===== config.mk =====
export PLATFORM = sky130hd
export DESIGN_NAME = vga_ram_arbiter
export DESIGN_NICKNAME = d
export VERILOG_FILES = /design/src/rtl/vga_ram_arbiter.sv
export SDC_FILE = /design/constraint.sdc
export NUM_CORES = 1
export LEC_CHECK = 0
export CORE_UTILIZATION = 50
export CTS_CLUSTER_DIAMETER = 30
export DETAILED_ROUTE_END_ITERATION = 8
export PLACE_DENSITY = 0.79
export SYNTH_ARGS = -nofsm -noshare
export SYNTH_HDL_FRONTEND = slang
export SYNTH_SLANG_ARGS = --single-unit

===== constraint.sdc =====
create_clock -name Clock -period 3.08 [get_ports Clock]
set_input_delay 0.462 -clock Clock [delete_from_list [all_inputs] [get_ports Clock]]
set_output_delay 0.462 -clock Clock [all_outputs]
set_load 0.02 [all_outputs]

===== src/rtl/vga_ram_arbiter.sv =====
// Video RAM arbiter: scanout reads win, CPU pixel writes are queued and drained with a starvation guard.
// Optional full-screen clear sweep is compiled in when VGA_ARB_CLEAR_EN is defined.
module vga_ram_arbiter #(
  parameter int FIFO_DEPTH   = 4,
  parameter int COLOR_W      = 3,
  parameter int STARVE_LIMIT = 8
) (
  input  logic               Clock,
  input  logic               Reset,
`ifdef VGA_ARB_CLEAR_EN
  input  logic               iClear,
  input  logic [COLOR_W-1:0] iClearColor,
`endif
  input  logic               iCpuWrReq,
  input  logic [7:0]         iCpuRow,
  input  logic [7:0]         iCpuCol,
  input  logic [COLOR_W-1:0] iCpuColor,
  output logic               oCpuBusy,
  input  logic               iVgaRdReq,
  input  logic [7:0]         iVgaRow,
  input  logic [7:0]         iVgaCol,
  output logic [COLOR_W-1:0] oVgaColor,
  output logic               oVgaValid,
  output logic [15:0]        oRamAddr,
  output logic               oRamWe,
  output logic [COLOR_W-1:0] oRamData,
  input  logic [COLOR_W-1:0] iRamData
);

  localparam int PW = $clog2(FIFO_DEPTH);
  localparam int CW = PW + 1;
  localparam int SW = $clog2(STARVE_LIMIT + 1);
  localparam int EW = 16 + COLOR_W;
  localparam logic [CW-1:0] FULL_CNT   = CW'(FIFO_DEPTH);
  localparam logic [SW-1:0] STARVE_SAT = SW'(STARVE_LIMIT);

  typedef enum logic [1:0] {
    GNT_IDLE,
    GNT_RD,
    GNT_WR
`ifdef VGA_ARB_CLEAR_EN
    , GNT_CLR
`endif
  } gnt_t;

  gnt_t               gnt_reg, gnt_next;
  logic [CW-1:0]      count_reg;
  logic [PW-1:0]      wr_ptr_reg, rd_ptr_reg;
  logic [SW-1:0]      starve_reg, starve_next;
  logic [COLOR_W-1:0] color_reg;
  logic [EW-1:0]      fifo_mem [FIFO_DEPTH];
  logic [EW-1:0]      head;
  logic               busy, push, pop;
  logic [15:0]        ram_addr;
  logic               ram_we;
  logic [COLOR_W-1:0] ram_data;

`ifdef VGA_ARB_CLEAR_EN
  logic               clear_active_reg;
  logic [15:0]        clear_addr_reg;
  logic [COLOR_W-1:0] clear_color_reg;
  assign busy = (count_reg == FULL_CNT) || clear_active_reg;
`else
  assign busy = (count_reg == FULL_CNT);
`endif

  // Push is gated by the registered full flag, so a same-cycle pop never rescues a request.
  assign push = iCpuWrReq && !busy;
  assign pop  = (gnt_next == GNT_WR);
  assign head = fifo_mem[rd_ptr_reg];

  always_comb begin
    gnt_next    = GNT_IDLE;
    ram_addr    = 16'h0000;
    ram_we      = 1'b0;
    ram_data    = '0;
    starve_next = starve_reg;
    if (!Reset) begin
      gnt_next = GNT_IDLE;
    end
`ifdef VGA_ARB_CLEAR_EN
    else if (clear_active_reg) begin
      gnt_next = iVgaRdReq ? GNT_RD : GNT_CLR;
    end
`endif
    else if ((count_reg != '0) && (!iVgaRdReq || (starve_reg == STARVE_SAT))) begin
      gnt_next = GNT_WR;
    end else if (iVgaRdReq) begin
      gnt_next = GNT_RD;
    end

    case (gnt_next)
      GNT_RD: begin
        ram_addr = {iVgaRow, iVgaCol};
      end
      GNT_WR: begin
        ram_addr = head[EW-1:COLOR_W];
        ram_we   = 1'b1;
        ram_data = head[COLOR_W-1:0];
      end
`ifdef VGA_ARB_CLEAR_EN
      GNT_CLR: begin
        ram_addr = clear_addr_reg;
        ram_we   = 1'b1;
        ram_data = clear_color_reg;
      end
`endif
      default: ;
    endcase

    if ((gnt_next == GNT_WR) || (count_reg == '0)) begin
      starve_next = '0;
    end else if ((gnt_next == GNT_RD) && (starve_reg != STARVE_SAT)) begin
      starve_next = starve_reg + SW'(1);
    end
  end

  always_ff @(posedge Clock) begin
    if (!Reset) begin
      gnt_reg    <= GNT_IDLE;
      count_reg  <= '0;
      wr_ptr_reg <= '0;
      rd_ptr_reg <= '0;
      starve_reg <= '0;
      color_reg  <= '0;
    end else begin
      gnt_reg    <= gnt_next;
      starve_reg <= starve_next;
      if (push) wr_ptr_reg <= wr_ptr_reg + PW'(1);
      if (pop)  rd_ptr_reg <= rd_ptr_reg + PW'(1);
      case ({push, pop})
        2'b10:   count_reg <= count_reg + CW'(1);
        2'b01:   count_reg <= count_reg - CW'(1);
        default: ;
      endcase
      if (gnt_reg == GNT_RD) color_reg <= iRamData;
    end
  end

  always_ff @(posedge Clock) begin
    if (push) fifo_mem[wr_ptr_reg] <= {iCpuRow, iCpuCol, iCpuColor};
  end

`ifdef VGA_ARB_CLEAR_EN
  // The sweep only advances on cycles scanout left free.
  always_ff @(posedge Clock) begin
    if (!Reset) begin
      clear_active_reg <= 1'b0;
      clear_addr_reg   <= 16'h0000;
      clear_color_reg  <= '0;
    end else if (!clear_active_reg) begin
      clear_addr_reg <= 16'h0000;
      if (iClear) begin
        clear_active_reg <= 1'b1;
        clear_color_reg  <= iClearColor;
      end
    end else if (gnt_next == GNT_CLR) begin
      clear_addr_reg <= clear_addr_reg + 16'd1;
      if (clear_addr_reg == 16'hFFFF) clear_active_reg <= 1'b0;
    end
  end
`endif

  // Read data arrives the cycle after the grant; a missed read keeps the last colour.
  assign oVgaValid = (gnt_reg == GNT_RD);
  assign oVgaColor = oVgaValid ? iRamData : color_reg;
  assign oCpuBusy  = busy;
  assign oRamAddr  = ram_addr;
  assign oRamWe    = ram_we;
  assign oRamData  = ram_data;

endmodule


# [After elaboration in Yosys (flattened, before gate mapping)]
# Memories as Yosys holds them, arrays and structs flattened. A register that Yosys moved wholly into a read port is not among the register bits.
# Index checks and enable logic that the tools add are counted.
[word_totals] ff_bits=16 n_memories=1 inputBits=42 out_inout_bits=25 ram_bits=76 word_cells=44 latchBits=0 mem_bits_ro=0
[memory_table] name="fifo_mem" depth=4 word_bits=19 rd=1 rd_ports_with_merged_regs=1 wr=1 line_no="51" rtl="logic [EW-1:0] fifo_mem [FIFO_DEPTH];"
[op_classes] addsub=5 reduce_logical=11 eq_ne=8 mul=0 n_mux=12 n_bitwise=1 div=0 magnitude_cmp=0 n_shift=0
[op_table] op="$pmux 16 s2" n=1
[op_table] op="$mux 2" n=4
[op_table] op="$eq 2x1->1 const B" n=3
[op_table] op="$mux 3" n=2
[op_table] op="$pmux 3 s2" n=1
[op_table] op="$add 2x1->2 const B" n=2
[op_table] op="$add 4x1->4 const B" n=1
[op_table] op="$eq 2x2->1 const B" n=2
[op_table] op="$eq 4x4->1 const B" n=1
[op_table] op="$mux 1" n=4
[op_table] op="$ne 4x4->1 const B" n=1
[op_table] op="$add 3x1->3 const B" n=1
[op_table] op="$eq 3x3->1 const B" n=1
[op_table] op="$logic_and 1x1->1" n=3
[op_table] op="$logic_not 3->1" n=1
[op_table] op="$reduce_bool 3->1" n=1
[op_table] op="$sub 3x1->3 const B" n=1
[op_table] op="$logic_not 1->1" n=2
[op_table] op="$logic_or 1x1->1" n=2
[op_table] op="$reduce_bool 2->1" n=1
[op_table] op="$reduce_or 2->1" n=1
[op_table] op="$not 1->1" n=1

# [Depth between registers and ports, before layout]
# Gate-level depths: netlist of the first run.
[logic_depth] word_depth=8 depth_mapped=12 mapped_depth_nobuf=12

# [Least setup slack after synthesis of the first run]
# OpenSTA, ideal clock, no wires.
[synth_path] path_kind="register to output" start="register starve_reg[0]" end="output oRamAddr[1]" path_stages_with_launch=13 slack_ns=0.364 t_arrival_ns=2.254 required_ns=2.618 cell_sequence="dfxtp_1 -> inv_1 -> ha_1 -> nand3b_1 -> nand2_1 -> and3_1 -> ha_1 -> buf_4 -> or3b_1 -> buf_6 -> buf_12 -> o22ai_2 -> a21o_1"
[synth_via] elab_chain_cells=7 elab_cells_between_ends=8 cone_classes="eq/ne (3); mux (3); reduce/logical (2)"
[synth_rtl] element="start: declaration" line_no="49" rtl="logic [SW-1:0] starve_reg, starve_next;"
[synth_rtl] element="start signal: assignment" line_no="128" rtl="starve_reg <= starve_next;"
[synth_rtl] element="$eq 4x4->1 (*)" line_no="86" rtl="else if ((count_reg != '0) && (!iVgaRdReq || (starve_reg == STARVE_SAT))) begin"
[synth_rtl] element="$logic_or 1x1->1 (*)" line_no="86"
[synth_rtl] element="$logic_and 1x1->1 (*)" line_no="86"
[synth_rtl] element="$mux 2 (*)" line_no="86"
[synth_rtl] element="$mux 2 (*)" line_no="78" rtl="if (!Reset) begin"
[synth_rtl] element="named net gnt_next[1]" line_no="46" rtl="gnt_t gnt_reg, gnt_next;"
[synth_rtl] element="$eq 2x2->1 / $eq 2x1->1 (equally long branches)" line_no="92" rtl="case (gnt_next)"
[synth_rtl] element="$pmux 16 s2 (*)" line_no="92"
[synth_rtl] element="end: declaration" line_no="24" rtl="output logic [15:0] oRamAddr,"
# The timed path passes the listed nets; every way through them passes the cells marked *.

# [Worst setup path after layout of the first run]
[layout_path] start="register starve_reg[0]" end="output oRamAddr[2]"
# The elaborated chain is that of the path after synthesis.

==> impl_metrics.yaml, run 1 <==
layout:
  nets: 405
  antennaDiodeCount: 0
  fillers: 542
  fin_util: 0.673
  area_delta_synth_final_pct: 30.7
  largest_reg_flops: 76
  drive_gt1_frac: 0.249
logic_synthesis:
  synth-edff-count: 76
  synth_top_cell_by_area: "edfxtp_1"
  yosysUniqueCellTypes: 35
  synth-async-reset-ratio: 0
  syn_area_mm2: 0.00398
  ys_warn_count: 0
  synth_top_area_frac: 0.574
  syn-num-nets: 309
  synthFlopType: "edfxtp_1"
  yosysMostFrequentCell: "edfxtp_1"
  postSynthAreaPerCell_um2: 15.5
  synthTopCellsByArea: "edfxtp_1 57%, dfxtp_1 9.1%, mux2i_1 8.6%"
  synth_commonest_cells: "76 x edfxtp_1, 34 x mux2i_1, 18 x dfxtp_1"
  yosysSeqAreaShare: 0.664
  syn_inst: 257
  synth_seq_cells: 94
die:
  dieArea_mm2: 0.00832
  fp.dieW_um: 91.2
  rows: 32
  io_pins: 67
  core_area_mm2: 0.00773
  start_util: 0.515
  die_y_um: 91.2
critical_path:
  r2r_end: "count_reg[2]$_SDFFE_PN0P_"
  r2r_cells: 14
  worst_setup_path_start_kind: "flop"
  cp.required_ps: 2620
  worstPathMaxFanout: 5
  rrSetupSlack_ps: 390
  reg2reg_from: "starve_reg[0]$_SDFFE_PP0P_"
  cp-end-kind: "output port"
  critPathArrivalTime_ps: 2500
  critPathKind: "flop to output port"
cts:
  cts-root-buf: "clkbuf_8"
  insertion_delay_ps: 350
  tritoncts.num_buffers: 9
  cts.sinks: 94
  path_clk_slew_ps: 80
  tritoncts: "built"
  clock_path_buffers: 2
  cts_setup_buffers: 0
  h-tree-depth: 3
drt:
  drc: 0
  routed_wl_um: 7640
  drt_iter0_drc: 156
  num_vias: 2393
  ant_nets: 0
  wire_per_inst_um: 16.6
  vias_per_cell: 5.21
  first_pass_iters: 4
global_routing:
  grtUsageTotal: 0.198
  grt_max_degree: 28
  grt_pass1_wl_um: 12300
  antenna_found_initial: 0
  grt-ovfl-total: 0
  grt_pass1_vias: 2506
hold_path:
  min_path_type: "flop to flop"
  hold_start: "starve_reg[2]$_SDFFE_PP0P_"
  hold_path_depth: 2
  hold_path_end: "starve_reg[2]$_SDFFE_PP0P_"
placed_design:
  routabilityCongestion: 0.729
  port-buffer-count: 66
  place_hpwl_um: 5240
timing:
  hold_viol_final: 0
  fin_skew_ps: 2.98
  tightest_slew_ps: 372
  slew_headroom: 0.751
  period_needed_ps: 2970
  finalSetupViolCount: 0
  min_period_over_period: 0.963
  maxSlewViolCount: 0
  rsz0062_at_grt: "false"
  max_freq_ghz: 0.337
power_and_ir_drop:
  vdd_ir_drop_max_uv: 339
  power_density_mw_per_mm2: 536
  p_leak_uw: 0.00203
  power_uw: 2790
status:
  outcome: "finished, final reports clean"
job:
  cap_violations: 0
==> per-layer routing <==
layer,vias up,track usage,part of all wire
met5,-,0,0
met4,0,0.0926,0.014
met3,9,0.0327,0.035
met2,57,0.354,0.51
met1,1179,0.233,0.44
li1,1148,-,-
==> power by group <==
part	leakage [µW]	internal, µW	switching, µW
clock	0.000113	535	405
combinational	0.00107	189	184
sequential	0.000845	1450	24.9
total	0.00203	2170	614
==> cell type report <==
| class | instances | area, µm² | area share |
|---|---|---|---|
| flip-flops and latches | 94 | 2650 | 0.509 |
| multi-input cells | 141 | 1280 | 0.246 |
| repair buffers | 97 | 873 | 0.168 |
| well taps | 102 | 128 | 0.0246 |
| clock buffers | 9 | 124 | 0.0238 |
| clock inverters | 6 | 110 | 0.0212 |
| inverters | 10 | 37.5 | 0.00722 |
==> how the worst max path moves through the flow <==
| stage | startpoint | end | slack, ps | cells after the start |
|---|---|---|---|---|
| floorplan | starve_reg[0]$_SDFFE_PP0P_ | oRamAddr[1] | 360 | 12 |
| global placement | Reset | oRamAddr[12] | -410 | 9 |
| detailed placement | Reset | oRamAddr[6] | -440 | 9 |
| CTS | starve_reg[0]$_SDFFE_PP0P_ | oRamAddr[4] | 2 | 10 |
| global route | starve_reg[0]$_SDFFE_PP0P_ | oRamAddr[12] | 0.8 | 10 |
| finish | starve_reg[0]$_SDFFE_PP0P_ | oRamAddr[2] | 110 | 10 |
==> layout by cell type, fill, tap and decap left out, types with 2 or more instances in the layout <==
cell type	Yosys	layout
a21o_1	16	16
a21oi_1	5	4
and2_1	15	15
and3_1	2	2
buf_12	1	2
buf_2	4	11
buf_4	3	30
buf_6	1	2
bufinv_16	0	3
clkbuf_8	0	9
clkdlybuf4s50_1	0	46
dfxtp_1	18	16
dfxtp_2	0	2
dlymetal6s2s_1	0	4
edfxtp_1	76	76
ha_1	9	7
inv_1	10	10
mux2_2	3	3
mux2i_1	34	34
mux4_2	2	2
nand2_1	10	10
nand3_1	3	3
nand3b_1	2	2
nor2_1	2	2
nor2b_1	2	2
o21ai_0	4	4
o22ai_1	6	2
o22ai_2	10	13
or3_1	3	2
xnor2_1	2	2
xor2_1	3	3
==> critical path, stage by stage, from the launching register on <==
cell and delay (ps):
dfxtp_2 330, inv_1 50, ha_2 190, and3b_2 220, a21oi_4 180, ha_4 230, or3b_4 440, buf_6 160
o22ai_1 100, a21o_1 90, buf_2 150
==> logic make-up after synthesis <==
| group | Yosys count | share of synthesized area |
|---|---|---|
| xor+xnor | 5 | 0.0110 |
| buf+inv | 22 | 0.0308 |
| fa+ha+maj | 10 | 0.0333 |
| compound gates | 42 | 0.0843 |
| simple gates | 44 | 0.0642 |
| flops | 94 | 0.664 |
| mux | 40 | 0.112 |
==> stage by stage <==
step / setup TNS, ps / hold WS, ps / cells / area (µm²) / setup WS (ps)
floorplan: 0 / 462 / 257 / 3980 / 364
global placement: -5950 / 484 / 444 / 4940 / -408
detailed placement: -6550 / 491 / 444 / 4940 / -443
CTS: 0 / 505 / 459 / 5160 / 2.10
global route: 0 / 525 / 459 / 5200 / 0.812
finish: 0 / 501 / 459 / 5200 / 113
==> repair_timing <==
item | 4_1_cts | 5_1_grt
gates cloned | 0 | 0
hold buffers | 0 | 0
pin swaps | 0 | 3
setup endpoints to repair | 16 | 19
gates resized for setup | 58 | 30
No activity file was read; power rests on OpenSTA's default activity.
==> run 2, diff against run 1 <==
Settings changed: ABC_AREA set to 1, GPL_TIMING_DRIVEN set to 0, PLACE_DENSITY 0.79 to 0.78, SETUP_SLACK_MARGIN set to 0.2.
==> impl_metrics.yaml, run 2 <==
status:
  outcome: "finished, final reports clean"
global_routing:
  grt_pass1_vias: 3299
  top_usage_layer: "met2"
  grt_max_degree: 17
  grt_pass1_wl_um: 15300
  antenna_found_initial: 0
  grtUsageTotal: 0.234
  met3_usage: 0.0290
  met2_usage: 0.441
  grt-ovfl-total: 0
  grt_use_met1: 0.262
die:
  io_pins: 67
  fp.dieW_um: 94.6
  die_y_um: 94.6
  rows: 33
  start_util: 0.520
  core_area_mm2: 0.00826
  dieArea_mm2: 0.00896
power_and_ir_drop:
  combPwrFrac: 0.168
  swShare: 0.247
  power_frac_seq: 0.501
  intPower_uw: 2210
  power_density_mw_per_mm2: 539
  p_leak_uw: 0.00239
  p_clk_frac: 0.331
  p_sw_uw: 722
  vdd_ir_drop_max_uv: 309
cts:
  path_clk_slew_ps: 90
  h-tree-depth: 3
  clock_path_buffers: 2
  insertion_delay_ps: 350
  tritoncts.num_buffers: 9
  cts.sinks: 94
  tritoncts: "built"
  cts-root-buf: "clkbuf_8"
timing:
  maxSlewViolCount: 0
  finalSetupViolCount: 0
  hold_viol_final: 0
  rsz0062_at_grt: "true"
  min_period_over_period: 0.916
  period_needed_ps: 2820
  setup_tns_ps: 0
  tightest_slew_ps: 617
  max_freq_ghz: 0.354
  fin_skew_ps: 6.60
  slew_headroom: 0.588
  whs_ps: 456
layout:
  final_cell_mix: "129 x nand2_1, 96 x inv_1, 76 x edfxtp_1"
  final_cells: 653
  nets: 595
  drive_gt1_frac: 0.139
  largest_reg_flops: 76
  antennaDiodeCount: 0
  fin_util: 0.658
  area_delta_synth_final_pct: 26.6
  layout_commonest_cell: "nand2_1"
logic_synthesis:
  synthAdderAreaFrac: 0.0309
  synth.area.mux_share: 0
  yosysSeqAreaShare: 0.616
  yosysUniqueCellTypes: 20
  syn_area_mm2: 0.00429
  yosys.area_share.simple: 0.182
  ys_warn_count: 0
  synthTopCellsByArea: "edfxtp_1 53%, nand2_1 11%, dfxtp_1 8.4%"
  yosysMostFrequentCell: "nand2_1"
  synthFlopType: "edfxtp_1"
  synth_seq_cells: 94
  synth_commonest_cells: "131 x nand2_1, 96 x inv_1, 76 x edfxtp_1"
  synth-edff-count: 76
  synth_top_family_by_area: "simple AND/OR/NAND/NOR gates"
  syn-num-nets: 513
  syn_inst: 461
  synth_xor_area_frac: 0.00204
  postSynthAreaPerCell_um2: 9.31
  synth_top_cell_by_area: "edfxtp_1"
  synth_top_area_frac: 0.532
  synth-compound-area-share: 0.0577
  synth-async-reset-ratio: 0
critical_path:
  critical-path-max-stage-delay_ps: 330
  worst_setup_path_start_kind: "flop"
  cp_common_cell: "nand2_1"
  worstPathMaxFanout: 10
  slowest_stage: "dfxtp_2"
  critPathArrivalTime_ps: 2360
  cp-end-kind: "output port"
  path_cells: "inv_1, ha_1, nand2_1, inv_1, nand2_1, nand2_2, nand2_4, nor2_4, ha_2, buf_6, buf_6, nand2_1, a21oi_2, buf_2"
  cp.required_ps: 2620
  critPathKind: "flop to output port"
drt:
  vias_per_cell: 5.00
  wire_per_inst_um: 15.2
  drc: 0
  num_vias: 3265
  ant_nets: 0
  first_pass_iters: 5
  routed_wl_um: 9900
  drt_iter0_drc: 243
job:
  cap_violations: 0
placed_design:
  port-buffer-count: 65
  routabilityCongestion: 0.728
  place_hpwl_um: 6410
  place_inst: 635
hold_path:
  min_path_type: "flop to flop"
[run 2: repair_timing]
action                                  in CTS  in global routing
buffers inserted                             0                  2
pin swaps                                    0                  1
resized for setup                           67                 30
endpoints found under the setup margin      19                 19
hold buffers                                 0                  0
hold endpoints to repair                     0                  0
[run 2: power by group through the flow]
stage	Combinational [µW]	Sequential, µW	Clock, µW
global placement	425	1490	0
CTS	468	1470	971
global route	542	1470	1020
floorplan	260	1490	0
detailed placement	461	1490	0
finish	493	1470	969
[run 2: cell families after synthesis]
group                      count (synthesis)
AOI/OAI and AO/OA                         45
xor gates and xnor gates                   1
adders and majority gates                 10
buffers and inverters                    117
DFF                                       94
and+or+nand+nor                          194
[run 2: worst max-delay path: cells and delay by family, from the launching register on]
kind,cells,cell delay [ps]
compound gates,1,120
fa+ha+maj,2,400
buf+inv,5,620
flops,1,330
simple gates,6,530
[run 2: worst paths after layout]
check	to	cells after the start	startpoint	slack, ps
setup / recovery	oRamAddr[11]	14	starve_reg[0]$_SDFFE_PP0P_	260
setup reg to reg	count_reg[2]$_SDFFE_PN0P_	16	starve_reg[0]$_SDFFE_PP0P_	650
hold reg to reg	rd_ptr_reg[1]$_SDFFE_PN0N_	1	rd_ptr_reg[1]$_SDFFE_PN0N_	460
hold / removal	rd_ptr_reg[1]$_SDFFE_PN0N_	1	rd_ptr_reg[1]$_SDFFE_PN0N_	460
[run 2: routing by layer]
layer	share of wire	up-vias
met1	0.39	1535
li1	-	1604
met3	0.047	18
met5	0	-
met4	0.022	0
met2	0.54	108
[run 2: layout make-up]
class,instances,area (µm²)
Multi-Input combinational cell,250,1220
Timing Repair Buffer,71,671
Sequential cell,94,2650
Inverter,98,368
Fill cell,647,2820
Clock buffer,12,145
Buffer,19,155
Clock inverter,4,95.1
Tap cell,105,131
[run 2: through the flow]
stage          cell area, µm²  total power, µW  setup slack, ps
4_1_cts                  5390             2910              118
5_1_grt                  5430             3030              162
6_report                 5430             2930              259
3_5_place_dp             5160             1960             -414
3_3_place_gp             5070             1920             -332
2_1_floorplan            4290             1750              587
==> run 3, diff against run 2 <==
Settings changed: CAP_MARGIN set to 20.
==> impl_metrics.yaml, run 3 (synthesis results as in run 2) <==
status:
  outcome: "finished, final reports clean"
hold_path:
  min_path_type: "flop to flop"
cts:
  h-tree-depth: 3
  path_clk_slew_ps: 90
  cts.sinks: 94
  holdBufCountCts: 0
  cts-root-buf: "clkbuf_8"
  insertion_delay_ps: 350
  tritoncts.num_buffers: 9
  clock_path_buffers: 2
  tritoncts: "built"
drt:
  ant_nets: 0
  drt_iter0_drc: 243
  first_pass_iters: 5
  vias_per_cell: 5.00
  drc: 0
  routed_wl_um: 9900
  wire_per_inst_um: 15.2
  num_vias: 3265
power_and_ir_drop:
  power_uw: 2930
  p_leak_uw: 0.00239
  vdd_ir_drop_max_uv: 309
  power_density_mw_per_mm2: 539
layout:
  area_delta_synth_final_pct: 26.6
  nets: 595
  largest_reg_flops: 76
  antennaDiodeCount: 0
  drive_gt1_frac: 0.139
  layout_commonest_cell: "nand2_1"
  fillers: 647
  final_cell_mix: "129 x nand2_1, 96 x inv_1, 76 x edfxtp_1"
die:
  rows: 33
  core_area_mm2: 0.00826
  dieArea_mm2: 0.00896
  die_y_um: 94.6
  fp.dieW_um: 94.6
  start_util: 0.520
  io_pins: 67
global_routing:
  grtUsageTotal: 0.234
  grt_max_degree: 17
  grt_pass1_vias: 3299
  grt_pass1_wl_um: 15300
  grt-ovfl-total: 0
  antenna_found_initial: 0
timing:
  maxSlewViolCount: 0
  max_freq_ghz: 0.354
  fin_ws_ps: 259
  period_needed_ps: 2820
  hold_viol_final: 0
  rsz0062_at_grt: "true"
  tightest_slew_ps: 617
  fin_skew_ps: 6.60
  min_period_over_period: 0.916
  whs_ps: 456
  slew_headroom: 0.588
  finalSetupViolCount: 0
placed_design:
  routabilityCongestion: 0.728
  dp_worst_setup_slack_ps: -414
  port-buffer-count: 65
  place_hpwl_um: 6410
critical_path:
  path_cells: "inv_1, ha_1, nand2_1, inv_1, nand2_1, nand2_2, nand2_4, nor2_4, ha_2, buf_6, buf_6, nand2_1, a21oi_2, buf_2"
  worstPathMaxFanout: 10
  critical-path-max-stage-delay_ps: 330
  cp.required_ps: 2620
  critPathArrivalTime_ps: 2360
  cp_common_cell: "nand2_1"
  rrSetupSlack_ps: 650
  critPathKind: "flop to output port"
  cp-end-kind: "output port"
  worst_setup_path_start_kind: "flop"
  slowest_stage: "dfxtp_2"
job:
  cap_violations: 0
==> run 3: cell counts in the layout (fill, tap and decap cells not counted) <==
No cell type changed its count.
==> run 3: worst paths after layout <==
| path | from | endpoint | cells after the start |
|---|---|---|---|
| hold / removal | rd_ptr_reg[1]$_SDFFE_PN0N_ | rd_ptr_reg[1]$_SDFFE_PN0N_ | 1 |
| setup / recovery | starve_reg[0]$_SDFFE_PP0P_ | oRamAddr[11] | 14 |
| hold reg to reg | rd_ptr_reg[1]$_SDFFE_PN0N_ | rd_ptr_reg[1]$_SDFFE_PN0N_ | 1 |
| setup reg to reg | starve_reg[0]$_SDFFE_PP0P_ | count_reg[2]$_SDFFE_PN0P_ | 16 |
==> run 3: area by class of cell <==
| class | instances | area, µm² | area share |
|---|---|---|---|
| Buffer | 19 | 155 | 0.0286 |
| Clock buffer | 12 | 145 | 0.0267 |
| Clock inverter | 4 | 95.1 | 0.0175 |
| Inverter | 98 | 368 | 0.0677 |
| Multi-Input combinational cell | 250 | 1220 | 0.225 |
| Sequential cell | 94 | 2650 | 0.487 |
| Tap cell | 105 | 131 | 0.0242 |
| Timing Repair Buffer | 71 | 671 | 0.123 |
==> run 3: metrics by stage <==
stage | instance area (µm²) | std cells | setup TNS (ps) | util
floorplan | 4290 | 461 | 0 | -
global placement | 5070 | 631 | -3080 | 0.614
detailed placement | 5160 | 635 | -3980 | 0.624
CTS | 5390 | 651 | 0 | 0.652
global route | 5430 | 653 | 0 | 0.658
finish | 5430 | 653 | 0 | 0.658
==> run 3: power by group <==
group	leakage (µW)	internal [µW]	switching, µW	total (µW)
registers	0.000846	1450	20.0	1470
logic	0.00142	199	295	493
clock network	0.000121	561	408	969
==> run 3: metal layers <==
layer	track usage	vias to the layer above	wire length, µm
met1	0.262	1535	3880
met4	0.0997	0	222
met5	0	-	0
li1	-	1604	-
met3	0.0290	18	465
met2	0.441	108	5330
==> run 3: what timing repair did <==
action	4_1_cts	5_1_grt
buffers inserted	0	2
endpoints found under the setup margin	19	19
resized for setup	67	30
gates cloned	0	0
pin swaps	0	1
endpoints found under the hold margin	0	0
==> run 3: worst max-delay path, delay by kind of cell (launching register included) <==
family / cells / cell delay (ps)
buf+inv: 5 / 620
flops: 1 / 330
fa+ha+maj: 2 / 400
simple gates: 6 / 530
compound gates: 1 / 120
